`src/rtl/ec_shell_pkg.sv`:
```
// Shared types and helpers for the EC core serial test shell.
package ec_shell_pkg;

   typedef enum logic [2:0] {
      StIdle,
      StLoad,
      StStart,
      StWait,
      StUnload
   } shell_state_e;

   // Width of a counter that must hold values 0..n inclusive.
   function automatic int unsigned cnt_w(input int unsigned n);
      return $clog2(n + 1);
   endfunction

endpackage

```
`src/rtl/ec_shell_piso.sv`:
```
// Parallel-load, serial-out register (MSB first) with a remaining-bit counter.
module ec_shell_piso
   import ec_shell_pkg::*;
#(
   parameter int unsigned WIDTH = 467
) (
   input  logic             clk,
   input  logic             rst_n,
   input  logic             clr,
   input  logic             load,
   input  logic [WIDTH-1:0] din,
   input  logic             shift,
   output logic             ser_out,
   output logic             last
);

   localparam int unsigned CntW = cnt_w(WIDTH);

   logic [WIDTH-1:0] data_q, data_d;
   logic [CntW-1:0]  cnt_q, cnt_d;

   always_comb begin
      data_d = data_q;
      cnt_d  = cnt_q;
      if (clr) begin
         data_d = '0;
         cnt_d  = '0;
      end else if (load) begin
         data_d = din;
         cnt_d  = CntW'(WIDTH);
      end else if (shift && cnt_q != '0) begin
         // Zero fill leaves the register empty once every bit has gone out.
         data_d = data_q << 1;
         cnt_d  = cnt_q - 1'b1;
      end
   end

   always_ff @(posedge clk or negedge rst_n) begin
      if (!rst_n) begin
         data_q <= '0;
         cnt_q  <= '0;
      end else begin
         data_q <= data_d;
         cnt_q  <= cnt_d;
      end
   end

   assign ser_out = data_q[WIDTH-1];
   assign last    = (cnt_q == CntW'(1));

endmodule

```
`src/rtl/ec_core_serial_shell.sv`:
```
// Serial test shell around a start/done EC core: load frame, start, wait, unload result.
// Optional WAIT timeout with sticky err_tmo is enabled by defining EC_SHELL_TIMEOUT_EN.
module ec_core_serial_shell
   import ec_shell_pkg::*;
#(
   parameter int unsigned IN_WIDTH  = 236,
   parameter int unsigned OUT_WIDTH = 467,
   parameter int unsigned TMO_W     = 20
) (
   input  logic                 clk,
   input  logic                 rst_n,
   input  logic                 clr,
   input  logic                 ser_in,
   input  logic                 ser_in_vld,
   output logic                 ser_out,
   output logic                 ser_out_vld,
   output logic                 busy,
   output logic [IN_WIDTH-1:0]  core_din,
   output logic                 core_start,
   input  logic                 core_done,
   input  logic [OUT_WIDTH-1:0] core_dout,
   output logic                 err_tmo
);

   localparam int unsigned InCntW = cnt_w(IN_WIDTH);
   localparam logic [InCntW-1:0] InLast = InCntW'(IN_WIDTH - 1);

   shell_state_e state_q, state_d;
   logic [IN_WIDTH-1:0]  sipo_q, sipo_d;
   logic [InCntW-1:0]    in_cnt_q, in_cnt_d;
   logic                 piso_load;
   logic [OUT_WIDTH-1:0] piso_din;
   logic                 piso_last;
   logic                 piso_ser;

`ifdef EC_SHELL_TIMEOUT_EN
   localparam logic [TMO_W-1:0] TmoLast = ~TMO_W'(1);
   logic [TMO_W-1:0] tmo_q, tmo_d;
   logic             err_q, err_d;
`else
   logic [TMO_W-1:0] unused_tmo;
   assign unused_tmo = '0;
`endif

   always_comb begin
      state_d   = state_q;
      sipo_d    = sipo_q;
      in_cnt_d  = in_cnt_q;
      piso_load = 1'b0;
      piso_din  = core_dout;
`ifdef EC_SHELL_TIMEOUT_EN
      tmo_d     = '0;
      err_d     = err_q;
`endif
      unique case (state_q)
         StIdle: begin
            if (ser_in_vld) begin
               sipo_d = (sipo_q << 1) | IN_WIDTH'(ser_in);
               if (IN_WIDTH == 1) begin
                  state_d = StStart;
               end else begin
                  in_cnt_d = InCntW'(1);
                  state_d  = StLoad;
               end
            end
         end
         StLoad: begin
            if (ser_in_vld) begin
               sipo_d = (sipo_q << 1) | IN_WIDTH'(ser_in);
               if (in_cnt_q == InLast) begin
                  in_cnt_d = '0;
                  state_d  = StStart;
               end else begin
                  in_cnt_d = in_cnt_q + 1'b1;
               end
            end
         end
         StStart: state_d = StWait;
         StWait: begin
            if (core_done) begin
               piso_load = 1'b1;
               state_d   = StUnload;
            end
`ifdef EC_SHELL_TIMEOUT_EN
            else if (tmo_q == TmoLast) begin
               // Counter would reach all-ones: give up and stream out zeros.
               err_d     = 1'b1;
               piso_load = 1'b1;
               piso_din  = '0;
               state_d   = StUnload;
            end else begin
               tmo_d = tmo_q + 1'b1;
            end
`endif
         end
         StUnload: begin
            if (piso_last) state_d = StIdle;
         end
         default: state_d = StIdle;
      endcase
      if (clr) begin
         state_d   = StIdle;
         sipo_d    = '0;
         in_cnt_d  = '0;
         piso_load = 1'b0;
`ifdef EC_SHELL_TIMEOUT_EN
         tmo_d     = '0;
         err_d     = 1'b0;
`endif
      end
   end

   always_ff @(posedge clk or negedge rst_n) begin
      if (!rst_n) begin
         state_q  <= StIdle;
         sipo_q   <= '0;
         in_cnt_q <= '0;
      end else begin
         state_q  <= state_d;
         sipo_q   <= sipo_d;
         in_cnt_q <= in_cnt_d;
      end
   end

`ifdef EC_SHELL_TIMEOUT_EN
   always_ff @(posedge clk or negedge rst_n) begin
      if (!rst_n) begin
         tmo_q <= '0;
         err_q <= 1'b0;
      end else begin
         tmo_q <= tmo_d;
         err_q <= err_d;
      end
   end
   assign err_tmo = err_q;
`else
   assign err_tmo = 1'b0;
`endif

   ec_shell_piso #(
      .WIDTH (OUT_WIDTH)
   ) u_piso (
      .clk     (clk),
      .rst_n   (rst_n),
      .clr     (clr),
      .load    (piso_load),
      .din     (piso_din),
      .shift   (state_q == StUnload),
      .ser_out (piso_ser),
      .last    (piso_last)
   );

   assign ser_out     = piso_ser;
   assign ser_out_vld = (state_q == StUnload);
   assign busy        = (state_q != StIdle);
   assign core_start  = (state_q == StStart);
   assign core_din    = sipo_q;

endmodule

```
`config.mk`:
```
export PLATFORM = sky130hd
export DESIGN_NAME = ec_core_serial_shell
export DESIGN_NICKNAME = d
export VERILOG_FILES = /design/src/rtl/ec_shell_pkg.sv /design/src/rtl/ec_shell_piso.sv /design/src/rtl/ec_core_serial_shell.sv
export SDC_FILE = /design/constraint.sdc
export NUM_CORES = 1
export LEC_CHECK = 0
export CAP_MARGIN = 20
export CORE_MARGIN = 3
export CORE_UTILIZATION = 35
export DETAILED_ROUTE_END_ITERATION = 7
export DONT_BUFFER_PORTS = 1
export GPL_ROUTABILITY_DRIVEN = 0
export PLACE_DENSITY_LB_ADDON = 0.12
export SYNTH_ARGS = -nofsm -noshare
export SYNTH_HDL_FRONTEND = slang
export SYNTH_HIERARCHICAL = 1
export SYNTH_SLANG_ARGS = --single-unit
export TNS_END_PERCENT = 100
```
`constraint.sdc`:
```
create_clock -name clk -period 2.4 [get_ports clk]
set_input_delay 0.48 -clock clk [delete_from_list [all_inputs] [get_ports clk]]
set_output_delay 0.48 -clock clk [all_outputs]
set_load 0.05 [all_outputs]
```
==> out/results.tsv, run 1 <==
stage	metric	value	unit
clock_tree	cts_root_buffer	clkbuf_16	
clock_tree	cts.htree.levels	3	
synthesis	synthTopCellsByCount	935 x nor3_1, 723 x dfrtp_1, 482 x nand2_1	
floorplan	dieHeight	313	microns
floorplan	floorplan.die_area	0.0978	sq mm
global_routing	grt_max_degree	724	
timing	post-route-min-period	2.90	ns
pwr	p_sw	5.94	mW
pwr	finalPower	26.6	mW
pwr	p_comb_share	3.5	%
synthesis	syn_area_per_cell	8.66	sq um
pwr	swShare	22.4	%
synthesis	synth_most_common_cell	nor3_1	
hold_path	min_path_type	input port to asynchronous set/reset pin	
timing	rsz0062_at_grt	yes	
pwr	p_leak	17.9	nW
worst_setup_path	worst_path_largest_cell_delay	0.84	ns
pwr	p_int	20.6	mW
floorplan	die_w	313	microns
drt	ant_nets	0	
synthesis	synth.cell_area	0.0329	sq mm
drt	first_pass_iters	6	
floorplan	rows	111	
clock_tree	clock-sinks	723	
timing	slew_headroom	-114	%
worst_setup_path	rr_worst_depth	7	
worst_setup_path	start_kind	input port	
place	dpl.hpwl	67.8	mm
final_layout	nNetsFinal	4481	
pwr	clockPowerShare	50.5	%
place	port_buffers	0	
drt	avgRoutedWirePerCell	20.4	microns
synthesis	yosys-top-cells-area	dfrtp_1 55%, nor3_1 14%, nor4_1 8.8%	
timing	fin_setup_tns	-1.81	ns
timing	hold_slack	-0.476	ns
synthesis	synth_top_area_cell	dfrtp_1	
global_routing	grt_pass1_vias	28500	
worst_setup_path	path_cells	a21oi_1, dlygate4sd3_1	
clock_tree	clk_pin_slew	0.06	ns
global_routing	grt_usage	21.3	%
synthesis	ys_types	46	
synthesis	synth_edf_count	0	
outcome	status	finished with violations	
drt	via_per_inst	5.44	
clock_tree	cts_tree	done	
worst_setup_path	ff2ff_setup_slack	0.06	ns
synthesis	synth_warnings	6	
timing	setup_viol	14	
pwr	powerDensity	642	mW/mm^2
worst_setup_path	cp_slowest_cell	a21oi_1	
clock_tree	clk_latency	0.64	ns
global_routing	grt_pass1_wl	168	mm
clock_tree	ctsLongestPathBuffers	3	
worst_setup_path	critPathKind	input port to register	
worst_setup_path	crit_buf_inv	1	
synthesis	async_flop_share	100	%
timing	hold_violations	94	
timing	fin_worst_skew	0.0209	ns
synthesis	syn_nets	4279	
worst_setup_path	crit_fanout	570	
job	cap_violations	0	
outcome	violations	hold timing, slew limit, setup timing	
timing	fin_crit_sh	121	%
synthesis	synthCells	3802	
synthesis	synthFlopType	dfrtp_1	
timing	setup_slack	-0.496	ns
timing	fmax	0.345	GHz
synthesis	ys_seq_elements	723	
drt	drc_errors	0	
clock_tree	numCtsBuffers	85	
pwr	seqPwrFrac	46.0	%
synthesis	synth.yosys.seq_area_share	54.9	%
drt	num_vias	29000	
final_layout	nFillCells	9103	
worst_setup_path	cpLargestDelayFamily	compound AO/OA/AOI/OAI gates	
worst_setup_path	crit_required	2.98	ns
drt	drt_wl_total	109	mm
drt	drt_iter0_drc	2458	
worst_setup_path	end_kind	register	
timing	worst_slew_pin_slew	3.20	ns
global_routing	antenna_found_initial	11	
global_routing	grt-ovfl-total	0	
final_layout	drive_gt1_share	7.34	%
synthesis	yosysTopAreaCellShare	54.9	%
final_layout	synthToLayoutAreaGrowth	25.7	%
pwr	vdd_ir_drop_max	0.529	mV
floorplan	start_util	35.6	%
timing	drv_slew	380	
worst_setup_path	cp.depth	2	
floorplan	core_area	0.0925	sq mm
floorplan	ios	714	
worst_setup_path	arrival	3.48	ns
layout make-up:
type | instances | area (sq um) | area share, %
diodes | 10 | 25.0 | 0.0604
clock buffers | 123 | 2520 | 6.09
clock inverters | 31 | 383 | 0.925
inverters | 8 | 37.5 | 0.0906
multi-input cells | 2677 | 13000 | 31.5
flip-flops and latches | 723 | 18100 | 43.7
well taps | 1243 | 1560 | 3.76
repair buffers | 509 | 5740 | 13.9
worst reg2reg max path, stage by stage, from the launching register on:
cell and delay [ns]:
dfrtp_2 0.44, buf_4 0.17, nor3b_4 0.20, buf_12 0.21, buf_4 0.33, nand2_1 0.19
a21oi_1 0.18, dlygate4sd3_1 0.57
cells in the final DEF (no fill, tap or decap), drive strengths merged, types with 4 or more instances in the layout:
| master | instances |
|---|---|
| a21oi | 250 |
| buf | 137 |
| bufinv | 7 |
| clkbuf | 126 |
| clkinv | 19 |
| dfrtp | 723 |
| diode | 10 |
| dlygate4sd3 | 369 |
| ha | 4 |
| inv | 10 |
| nand2 | 483 |
| nand3 | 7 |
| nor2 | 481 |
| nor3 | 935 |
| nor4 | 465 |
| o22ai | 4 |
| xnor2 | 4 |
| xor2 | 4 |
worst paths after layout:
| kind | from | end |
|---|---|---|
| worst min register to register | in_cnt_q[7] | in_cnt_q[7] |
| worst max-delay path | clr | core_din[163] |
| max in group asynchronous | rst_n | u_piso/data_q[257] |
| min in group clk | core_dout[241] | u_piso/data_q[241] |
| worst min-delay path | rst_n | core_din[41] |
| worst max register to register | state_q[1] | core_din[172] |
per-stage QoR:
| stage | hold slack (ns) | std cells | cell area (sq um) | utilization, % | setup WS [ns] |
|---|---|---|---|---|---|
| floorplan | 0.184 | 3802 | 32900 | - | 0.0110 |
| global placement | 0.201 | 4781 | 34500 | 37.3 | 0.195 |
| detailed placement | 0.200 | 4781 | 34500 | 37.3 | 0.116 |
| CTS | -0.516 | 5305 | 41100 | 44.5 | 0.0180 |
| global route | -0.522 | 5324 | 41400 | 44.8 | -0.0449 |
| finish | -0.476 | 5324 | 41400 | 44.8 | -0.496 |
routing by layer:
metal / part of all wire, % / vias to the layer above / GRT usage (%) / wire length (microns)
li1: - / 13900 / - / -
met4: 3.0 / 2 / 6.95 / 3240
met2: 48 / 719 / 34.6 / 52400
met1: 43 / 14200 / 28.0 / 46800
met3: 5.7 / 162 / 4.92 / 6250
met5: 0.0064 / - / 0 / 7
registers in the layout (all words and copies together) (netlist names):
signal and cells:
u_piso/data_q 467, core_din 236, u_piso/cnt_q 9, in_cnt_q 8, state_q 3
power groups by stage:
stage / clock, mW / sequential [mW] / combinational (mW)
6_report: 13.4 / 12.2 / 0.940
5_1_grt: 14.3 / 12.2 / 1.03
4_1_cts: 13.8 / 12.2 / 0.675
3_5_place_dp: 0 / 12.4 / 0.239
3_3_place_gp: 0 / 12.4 / 0.241
2_1_floorplan: 0 / 12.4 / 0.345
timing repair:
action,in CTS,in global routing
resized for setup,1,12
pin swaps,0,3
setup endpoints to repair,1,331
hold buffers,370,1
cloned,0,4
buffers inserted,0,0
endpoints found under the hold margin,1188,94
cells by family (layout without fill, tap and decap cells):
group,after synthesis,in the layout,synth area share (%)
and+or+nand+nor,2391,2392,34.7
DFF,723,723,54.9
buffers and inverters,403,671,5.66
AOI/OAI and AO/OA,272,272,4.32
xor gates and xnor gates,8,8,0.213
adders and majority gates,4,4,0.152
other,1,11,0.0114
Note: power is estimated with default switching activity, not from simulation.
==> run 2: changes to the inputs <==
--- a/config.mk
+++ b/config.mk
@@ -12,6 +12,7 @@
 export DONT_BUFFER_PORTS = 1
 export GPL_ROUTABILITY_DRIVEN = 0
 export PLACE_DENSITY_LB_ADDON = 0.12
+export REMOVE_ABC_BUFFERS = 1
 export SYNTH_ARGS = -nofsm -noshare
 export SYNTH_HDL_FRONTEND = slang
 export SYNTH_HIERARCHICAL = 1
==> out/results.tsv, run 2 (synthesis results as in run 1) <==
stage	metric	value	unit	change
final_layout	fin_util	42.5	%	-2.2 points
floorplan	core_area	0.0925	sq mm	unchanged
worst_setup_path	rr_worst_depth	7		unchanged
timing	worst_slew_pin_slew	3.05	ns	-0.151 ns
drt	num_vias	28300		-2.3%
timing	hold_violations	725		+670%
final_layout	drive_gt1_share	6.78	%	-0.56 points
drt	first_pass_iters	5		-1
floorplan	rows	111		unchanged
final_layout	synthToLayoutAreaGrowth	19.5	%	
global_routing	grt_pass1_wl	166	mm	-1.5%
drt	drc_errors	0		unchanged
worst_setup_path	reg2reg_from	state_q[2]		
floorplan	die_w	313	microns	unchanged
place	dpl.hpwl	69.3	mm	+2.3%
worst_setup_path	ff2ff_setup_slack	0.11	ns	+0.05 ns
worst_setup_path	cp.depth	6		+4
clock_tree	clock-sinks	723		unchanged
timing	fin_setup_tns	-427.34	ns	-425.53 ns
timing	setup_viol	484		+470
hold_path	min_path_type	input port to asynchronous set/reset pin		
worst_setup_path	crit_buf_inv	3		+2
pwr	vdd_ir_drop_max	0.473	mV	-10%
timing	post-route-min-period	3.44	ns	+0.542 ns
global_routing	grt_max_degree	724		unchanged
clock_tree	ctsLongestPathBuffers	3		unchanged
worst_setup_path	arrival	3.89	ns	+0.41 ns
worst_setup_path	worst_path_largest_cell_delay	0.88	ns	+0.04 ns
place	port_buffers	0		unchanged
drt	drt_iter0_drc	2112		-14%
global_routing	antenna_found_initial	19		+8
pwr	p_sw	5.49	mW	-7.6%
clock_tree	cts.htree.levels	3		unchanged
global_routing	grt-ovfl-total	0		unchanged
final_layout	most-common-layout-cells	934 x nor3_1, 722 x dfrtp_1, 481 x nor2_1, 481 x nand2_1, 463 x nor4_1		
timing	fmax	0.291	GHz	-16%
worst_setup_path	cp_slowest_cell	nor3_2		
pwr	powerDensity	649	mW/mm^2	+1.2%
final_layout	final_cells	5143		-3.4%
timing	fin_crit_sh	143	%	+23 points
pwr	swShare	21.5	%	-0.87 points
worst_setup_path	end_kind	register		
pwr	p_comb_share	2.2	%	-1.3 points
place	dp_cells	4767		-0.29%
floorplan	ios	714		unchanged
worst_setup_path	crit_required	2.86	ns	-0.12 ns
floorplan	dieHeight	313	microns	unchanged
worst_setup_path	crit_fanout	696		+22%
drt	ant_nets	0		unchanged
final_layout	final_common_cell	nor3_1		
timing	hold_slack	-0.472	ns	+0.00474 ns
worst_setup_path	r2r-end	u_piso/data_q[275]		
final_layout	top_register	u_piso/data_q		
clock_tree	clk_pin_slew	0.06	ns	about the same
clock_tree	cts_root_buffer	clkbuf_16		
outcome	status	finished with violations		
clock_tree	numCtsBuffers	84		-1.2%
outcome	violations	hold timing, slew limit, setup timing		
timing	drv_slew	604		+59%
job	cap_violations	0		unchanged
drt	via_per_inst	5.50		+1.2%
clock_tree	clk_latency	0.65	ns	about the same
worst_setup_path	start_kind	input port		
pwr	seqPwrFrac	47.8	%	+1.8 points
clock_tree	cts_tree	done		
drt	avgRoutedWirePerCell	20.9	microns	+2.5%
worst_setup_path	cpLargestDelayFamily	simple AND/OR/NAND/NOR gates		
pwr	p_int	20.1	mW	-2.8%
global_routing	grt_pass1_vias	27700		-2.7%
final_layout	nNetsFinal	4306		-3.9%
final_layout	largest_reg_flops	467		unchanged
pwr	clockPowerShare	50.0	%	-0.5 points
timing	fin_worst_skew	0.0195	ns	-0.00145 ns
global_routing	grt_usage	21.1	%	-0.20 points
worst_setup_path	path_cells	nor3_2, buf_4, inv_8, buf_12, nor2_1, nor4_1		
floorplan	start_util	35.6	%	unchanged
drt	drt_wl_total	108	mm	-0.97%
pwr	p_leak	16.7	nW	-6.8%
floorplan	floorplan.die_area	0.0978	sq mm	unchanged
worst_setup_path	critPathKind	input port to register		
timing	setup_slack	-1.04	ns	-0.542 ns
timing	slew_headroom	-104	%	+10 points
## run 2: cell type report
| type | instances | area [sq um] |
|---|---|---|
| fillers | 9322 | 53100 |
| clock inverters | 22 | 239 |
| multi-input cells | 2676 | 13000 |
| well taps | 1243 | 1560 |
| diodes | 9 | 22.5 |
| clock buffers | 126 | 2480 |
| repair buffers | 336 | 3880 |
| flip-flops and latches | 723 | 18100 |
| inverters | 8 | 37.5 |
## run 2: what timing repair did
action | CTS | global route
hold endpoints to repair | 1018 | 757
pin swaps | 0 | 3
gates cloned | 0 | 2
hold buffers | 187 | 28
resized for setup | 1 | 16
setup buffers | 0 | 2
endpoints found under the setup margin | 1 | 226
## run 2: worst max-delay path by stage
| stage | from | to | slack (ns) |
|---|---|---|---|
| detailed placement | clr | u_piso/data_q[3] | -0.02 |
| floorplan | clr | u_piso/data_q[3] | -139.54 |
| finish | clr | u_piso/data_q[275] | -1.04 |
| global placement | clr | u_piso/data_q[56] | 0.11 |
| CTS | state_q[2] | ser_out_vld | 0.005 |
| global route | u_piso/cnt_q[0] | u_piso/data_q[418] | -0.007 |
## run 2: stage by stage
step	instance area, sq um	total power, mW	hold WS [ns]	setup slack (ns)
final	39400	25.5	-0.472	-1.04
after global placement	34300	12.7	0.200	0.108
after floorplan	31100	12.6	0.184	-139.54
after detailed placement	34300	12.7	0.201	-0.0218
after CTS	38900	25.9	-0.525	0.00546
after global routing	39300	26.5	-0.525	-0.00748
## run 2: power groups by stage
stage | combinational, mW | clock, mW | sequential [mW]
5_1_grt | 0.587 | 13.7 | 12.2
3_5_place_dp | 0.232 | 0 | 12.4
2_1_floorplan | 0.137 | 0 | 12.4
4_1_cts | 0.505 | 13.2 | 12.2
6_report | 0.551 | 12.8 | 12.2
3_3_place_gp | 0.234 | 0 | 12.4
## run 2: per-layer routing
metal / part of all wire, % / vias to the layer above / global-route usage [%] / routed length [microns]
met5: 0.13 / - / 0 / 138
met4: 2.6 / 20 / 5.85 / 2800
met3: 7.6 / 168 / 6.72 / 8190
met2: 48 / 783 / 34.1 / 51700
met1: 42 / 13800 / 27.1 / 44800
li1: - / 13500 / - / -
